**src/rtl/mc_controller.sv**
```systemverilog
// mc_controller: multi-cycle MIPS-subset control FSM (IF/ID/EX/MEM/WB) with req/rdy memory handshakes.
// Define MC_ILLEGAL_TRAP_EN to trap unrecognised instructions instead of retiring them as NOPs.
module mc_controller #(
   parameter int unsigned WB_COMBINE = 0
) (
   input  logic       clk,
   input  logic       reset,
   input  logic [5:0] OpCode,
   input  logic [5:0] func,
   input  logic       imem_rdy,
   input  logic       dmem_rdy,
   output logic [1:0] RegDst,
   output logic [1:0] RegSrc,
   output logic [3:0] ALUCtr,
   output logic [1:0] nPC_sel,
   output logic       ExtOp,
   output logic       ALUSrc,
   output logic       MemByte,
   output logic       MemHByte,
   output logic       RegWrite,
   output logic       MemWrite,
   output logic       imem_req,
   output logic       dmem_req,
   output logic       ir_we,
   output logic       pc_we,
   output logic       retire,
   output logic [2:0] state,
   output logic       illegal
);

   localparam logic [2:0] S_IF   = 3'd0;
   localparam logic [2:0] S_ID   = 3'd1;
   localparam logic [2:0] S_EX   = 3'd2;
   localparam logic [2:0] S_MEM  = 3'd3;
   localparam logic [2:0] S_WB   = 3'd4;
`ifdef MC_ILLEGAL_TRAP_EN
   localparam logic [2:0] S_TRAP = 3'd5;
`endif

   logic [2:0] cur, nxt;

   logic       is_alu, is_load, is_store, is_branch, is_jal, id_retire;
   logic [1:0] d_regdst, d_regsrc, d_npc;
   logic [3:0] d_aluctr;
   logic       d_extop, d_alusrc, d_membyte, d_memhbyte;

   logic       dec_en, c_imem_req, c_ir_we, c_dmem_req, c_mem_write, c_reg_write, c_done, c_illegal;

   // Instruction class and static datapath controls; unknown encodings leave everything at 0.
   always_comb begin
      is_alu     = 1'b0;
      is_load    = 1'b0;
      is_store   = 1'b0;
      is_branch  = 1'b0;
      is_jal     = 1'b0;
      id_retire  = 1'b0;
      d_regdst   = '0;
      d_regsrc   = '0;
      d_aluctr   = '0;
      d_npc      = '0;
      d_extop    = 1'b0;
      d_alusrc   = 1'b0;
      d_membyte  = 1'b0;
      d_memhbyte = 1'b0;
      case (OpCode)
         6'h00: begin
            case (func)
               6'h21: begin is_alu = 1'b1; d_regdst = 2'b01; d_aluctr = 4'd0; end
               6'h23: begin is_alu = 1'b1; d_regdst = 2'b01; d_aluctr = 4'd1; end
               6'h07: begin is_alu = 1'b1; d_regdst = 2'b01; d_aluctr = 4'd4; end
               6'h08: begin id_retire = 1'b1; d_npc = 2'b11; end
               6'h00: id_retire = 1'b1;
               default: ;
            endcase
         end
         6'h0D: begin is_alu = 1'b1; d_aluctr = 4'd2; d_alusrc = 1'b1; end
         6'h0E: begin is_alu = 1'b1; d_aluctr = 4'd6; d_alusrc = 1'b1; end
         6'h0F: begin is_alu = 1'b1; d_aluctr = 4'd3; d_alusrc = 1'b1; end
         6'h23, 6'h20, 6'h21: begin
            is_load    = 1'b1;
            d_regsrc   = 2'b01;
            d_extop    = 1'b1;
            d_alusrc   = 1'b1;
            d_membyte  = (OpCode == 6'h20);
            d_memhbyte = (OpCode == 6'h21);
         end
         6'h2B, 6'h28, 6'h29: begin
            is_store   = 1'b1;
            d_extop    = 1'b1;
            d_alusrc   = 1'b1;
            d_membyte  = (OpCode == 6'h28);
            d_memhbyte = (OpCode == 6'h29);
         end
         6'h04: begin is_branch = 1'b1; d_aluctr = 4'd1; d_npc = 2'b01; d_extop = 1'b1; end
         6'h01: begin is_branch = 1'b1; d_aluctr = 4'd5; d_npc = 2'b01; d_extop = 1'b1; end
         6'h02: begin id_retire = 1'b1; d_npc = 2'b10; end
         6'h03: begin is_jal = 1'b1; d_regdst = 2'b10; d_regsrc = 2'b10; d_npc = 2'b10; end
         default: ;
      endcase
   end

   always_comb begin
      nxt         = cur;
      dec_en      = 1'b0;
      c_imem_req  = 1'b0;
      c_ir_we     = 1'b0;
      c_dmem_req  = 1'b0;
      c_mem_write = 1'b0;
      c_reg_write = 1'b0;
      c_done      = 1'b0;
      c_illegal   = 1'b0;
      case (cur)
         S_IF: begin
            c_imem_req = 1'b1;
            if (imem_rdy) begin
               c_ir_we = 1'b1;
               nxt     = S_ID;
            end
         end
         S_ID: begin
            dec_en = 1'b1;
            if (id_retire) begin
               c_done = 1'b1;
            end else if (is_jal) begin
               nxt = S_WB;
            end else if (is_alu || is_load || is_store || is_branch) begin
               nxt = S_EX;
            end else begin
`ifdef MC_ILLEGAL_TRAP_EN
               nxt = S_TRAP;
`else
               c_done = 1'b1;
`endif
            end
         end
         S_EX: begin
            dec_en = 1'b1;
            if (is_branch) begin
               c_done = 1'b1;
            end else if (is_load || is_store) begin
               nxt = S_MEM;
            end else if (WB_COMBINE != 0) begin
               c_reg_write = 1'b1;
               c_done      = 1'b1;
            end else begin
               nxt = S_WB;
            end
         end
         S_MEM: begin
            dec_en      = 1'b1;
            c_dmem_req  = 1'b1;
            c_mem_write = is_store;
            if (dmem_rdy) begin
               if (is_store) c_done = 1'b1;
               else          nxt    = S_WB;
            end
         end
         S_WB: begin
            dec_en      = 1'b1;
            c_reg_write = 1'b1;
            c_done      = 1'b1;
         end
`ifdef MC_ILLEGAL_TRAP_EN
         S_TRAP: c_illegal = 1'b1;
`endif
         default: nxt = S_IF;
      endcase
      if (c_done) nxt = S_IF;
   end

   always_ff @(posedge clk) begin
      if (reset) cur <= S_IF;
      else       cur <= nxt;
   end

   // Reset is synchronous for the state register but gates every output combinationally.
   always_comb begin
      RegDst   = '0;
      RegSrc   = '0;
      ALUCtr   = '0;
      nPC_sel  = '0;
      ExtOp    = 1'b0;
      ALUSrc   = 1'b0;
      MemByte  = 1'b0;
      MemHByte = 1'b0;
      RegWrite = 1'b0;
      MemWrite = 1'b0;
      imem_req = 1'b0;
      dmem_req = 1'b0;
      ir_we    = 1'b0;
      pc_we    = 1'b0;
      retire   = 1'b0;
      state    = '0;
      illegal  = 1'b0;
      if (!reset) begin
         if (dec_en) begin
            RegDst   = d_regdst;
            RegSrc   = d_regsrc;
            ALUCtr   = d_aluctr;
            nPC_sel  = d_npc;
            ExtOp    = d_extop;
            ALUSrc   = d_alusrc;
            MemByte  = d_membyte;
            MemHByte = d_memhbyte;
         end
         RegWrite = c_reg_write;
         MemWrite = c_mem_write;
         imem_req = c_imem_req;
         dmem_req = c_dmem_req;
         ir_we    = c_ir_we;
         pc_we    = c_done;
         retire   = c_done;
         state    = cur;
         illegal  = c_illegal;
      end
   end

endmodule

```
**config.mk**
```make
export PLATFORM = sky130hd
export DESIGN_NAME = mc_controller
export DESIGN_NICKNAME = d
export VERILOG_FILES = /design/src/rtl/mc_controller.sv
export SDC_FILE = /design/constraint.sdc
export NUM_CORES = 1
export LEC_CHECK = 0
export CORE_MARGIN = 2
export CORE_UTILIZATION = 41
export DETAILED_ROUTE_END_ITERATION = 16
export PLACE_DENSITY = 0.95
export SYNTH_ARGS = -nofsm -noshare
export SYNTH_HDL_FRONTEND = slang
export SYNTH_SLANG_ARGS = --single-unit
export TNS_END_PERCENT = 10
```
**constraint.sdc**
```tcl
create_clock -name clk -period 7.6 [get_ports clk]
set_input_delay 1.9 -clock clk [delete_from_list [all_inputs] [get_ports clk]]
set_output_delay 1.9 -clock clk [all_outputs]
set_load 0.05 [all_outputs]
```
==> run_results.csv <==
group,metric,value,unit
status,outcome,"finished clean",
sta,finalHoldViolations,0,
synthesis,synth_edf_count,0,
placed_design,gp_congestion,0.8878,
final_layout,largest_reg_flops,3,
cts,htree_levels,1,
sta,period_share,87.30,%
die,die_w,46.54,microns
routing,detail-route-antenna-nets,0,
global_route,grt_usage,23.27,%
setup_path,crit_type,"in2out",
synthesis,yosysSeqAreaShare,8.094,%
synthesis,ys.warnings.count,0,
die,die-area,0.002166,sq mm
global_route,antenna_found_initial,0,
setup_path,crit_top_cell,"clkdlybuf4s50_1",
die,initial_core_util,43.44,%
die,io_pins,41,
synthesis,ys_top_cells_by_count,"nor2_1 (15), a21oi_1 (8)",
routing,vias_per_cell,5.663,
synthesis,async_reset_ff_share,0,%
placed_design,portBuffers,38,
routing,drt_wl_total,2.228,mm
setup_path,timing.critical_path.arrival,4.73,ns
die,fp-row-count,15,
cts,cts_resized,0,
placed_design,dpl_cell_area,0.001087,sq mm
synthesis,yosysTopAreaCellShare,8.094,%
sta,relSlewSlack,65.90,%
power,p_per_area,169.5,mW/mm^2
synthesis,synth.cell_area,742.0,sq um
setup_path,required,5.70,ns
final_layout,diodes,0,
placed_design,post-place-ws,0.9766,ns
synthesis,ys_types,41,
final_layout,final_util,65.20,%
global_route,grt_pass1_vias,871,
hold_path,hold_path.class,"reg2reg",
sta,tns,0,ns
sta,worst_pin_slew,0.5099,ns
job,drv_cap,0,
sta,layout_min_cycle_time,6.635,ns
final_layout,final_nets,164,
final_layout,drive_above_1_share,8.844,%
cts,cts-root-buf,"clkbuf_4",
setup_path,worst_setup_path_end_kind,"primary output",
die,core,0.001708,sq mm
cts,hold_buffers,0,
placed_design,dp_hpwl,1.700,mm
placed_design,dp_cells,168,
final_layout,largest-register,"cur",
setup_path,setup.worst_path.start_class,"input pin",
final_layout,stdcell_area,0.001114,sq mm
synthesis,syn_avg_cell_area,6.396,sq um
routing,num_vias,974,
setup_path,crit_chain,"clkdlybuf4s50_1, xnor2_1, or4b_4, o31a_1, nand2_1, nor3_1, nor2_1, clkdlybuf4s50_1",
synthesis,synth_most_common_cell,"nor2_1",
sta,hold_slack,0.6295,ns
setup_path,cp_slowest_cell,"clkdlybuf4s50_1",
global_route,grt_max_degree,16,
cts,numCtsBuffers,3,
sta,setup_violations,0,
final_layout,top_regs,"cur x3",
global_route,overflow,0,
routing,drtIter0Drc,32,
power,p_leak,0.3431,nW
sta,drv_slew,0,
cts,clkTransAtPathRegs,0.04,ns
final_layout,fin_cells,172,
synthesis,synthCells,116,
cts,clk_latency,0.23,ns
power,total_power,0.1887,mW
cts,clock-sinks,3,
cts,post_cts_buffers,0,
synthesis,ys.flop_type,"dfxtp_1",
global_route,grt_pass1_wl,3.684,mm
sta,clock_skew,0.0008115,ns
setup_path,critPathMaxStageDelay,0.82,ns
final_layout,area.growth.synth_to_final,50.08,%
routing,drc_errors,0,
setup_path,crit_buf_inv,2,
synthesis,yosys-top-cells-area,"dfxtp_1 (8.1%), nor2_1 (7.6%), nor2b_1 (5.9%), a21oi_1 (5.4%), nand3_1 (4.7%)",
setup_path,crit_family,"buffers and inverters",
sta,layout_setup_ws,0.9654,ns
sta,fmax,150.7,MHz
cts,cts_tree,"done",
power,peakVddDrop,0.1019,mV
routing,wire_per_inst,12.95,microns
routing,dr.pass1.iters,4,
synthesis,yosysTopAreaCell,"dfxtp_1",
synthesis,synth_seq_cells,3,
cts,clk_path_buf_depth,2,
setup_path,crit_fanout,12,
die,die_h,46.54,microns
sta,rsz0062_at_grt,"no",
==> metal layers <==
layer | vias up | wire [microns] | track usage, %
met1 | 440 | 943 | 26.96
met4 | 0 | 22 | 8.571
met2 | 51 | 1105 | 42.22
met5 | - | 0 | 0
li1 | 479 | - | -
met3 | 4 | 157 | 3.529
==> worst reg2reg max path: stages, from the launching register on <==
cell      delay [ns]
dfxtp_1         0.53
nor2b_1         0.36
nand3_2         0.13
or3_1           0.41
nand4b_1        0.13
a21oi_2         0.06
==> where the power goes <==
group	internal, mW	switching [mW]	total [mW]
registers	0.0197	0.0111	0.0309
clock network	0.0197	0.00875	0.0285
logic	0.0506	0.0787	0.129
==> logic make-up (layout without fill, tap and decap cells) <==
kind of cell	after synthesis	count (layout)	synth area share (%)
flops	3	3	8.095
simple gates	71	71	57.00
buf+inv	14	44	10.45
other cells	1	2	0.5054
compound gates	25	25	21.58
xor+xnor	2	2	2.361
==> worst paths after layout <==
check                           cells past startpoint  startpoint      to  slack (ns)
worst max-delay path                                8   OpCode[0]  retire        0.97
worst min-delay path                                2      cur[2]  cur[2]        0.63
worst max register to register                      5      cur[0]  cur[1]        5.87
worst min register to register                      2      cur[2]  cur[2]        0.63
==> cells in the final DEF, fill, tap and decap left out, drive strengths merged, types with 2 or more instances in the layout <==
cell,n
nor3,8
nor4,3
a21oi,11
or2,2
o21ai,6
a31oi,2
xnor2,2
nand2,7
a211oi,2
clkbuf,4
conb,2
nor3b,3
nand3,8
or4,3
nor2b,7
nand4,2
and2,4
nor2,15
inv,2
nand2b,4
clkdlybuf4s50,38
dfxtp,3
==> cell type report <==
cell class                 count  area, sq um
clock buffer                   4        26.28
fill                         155        594.3
tap                           25        31.28
sequential                     3        60.06
multi-input combinational    100        608.1
timing repair buffer          38        380.4
inverter                       2        7.507
Note: power is estimated with default switching activity, not from simulation.
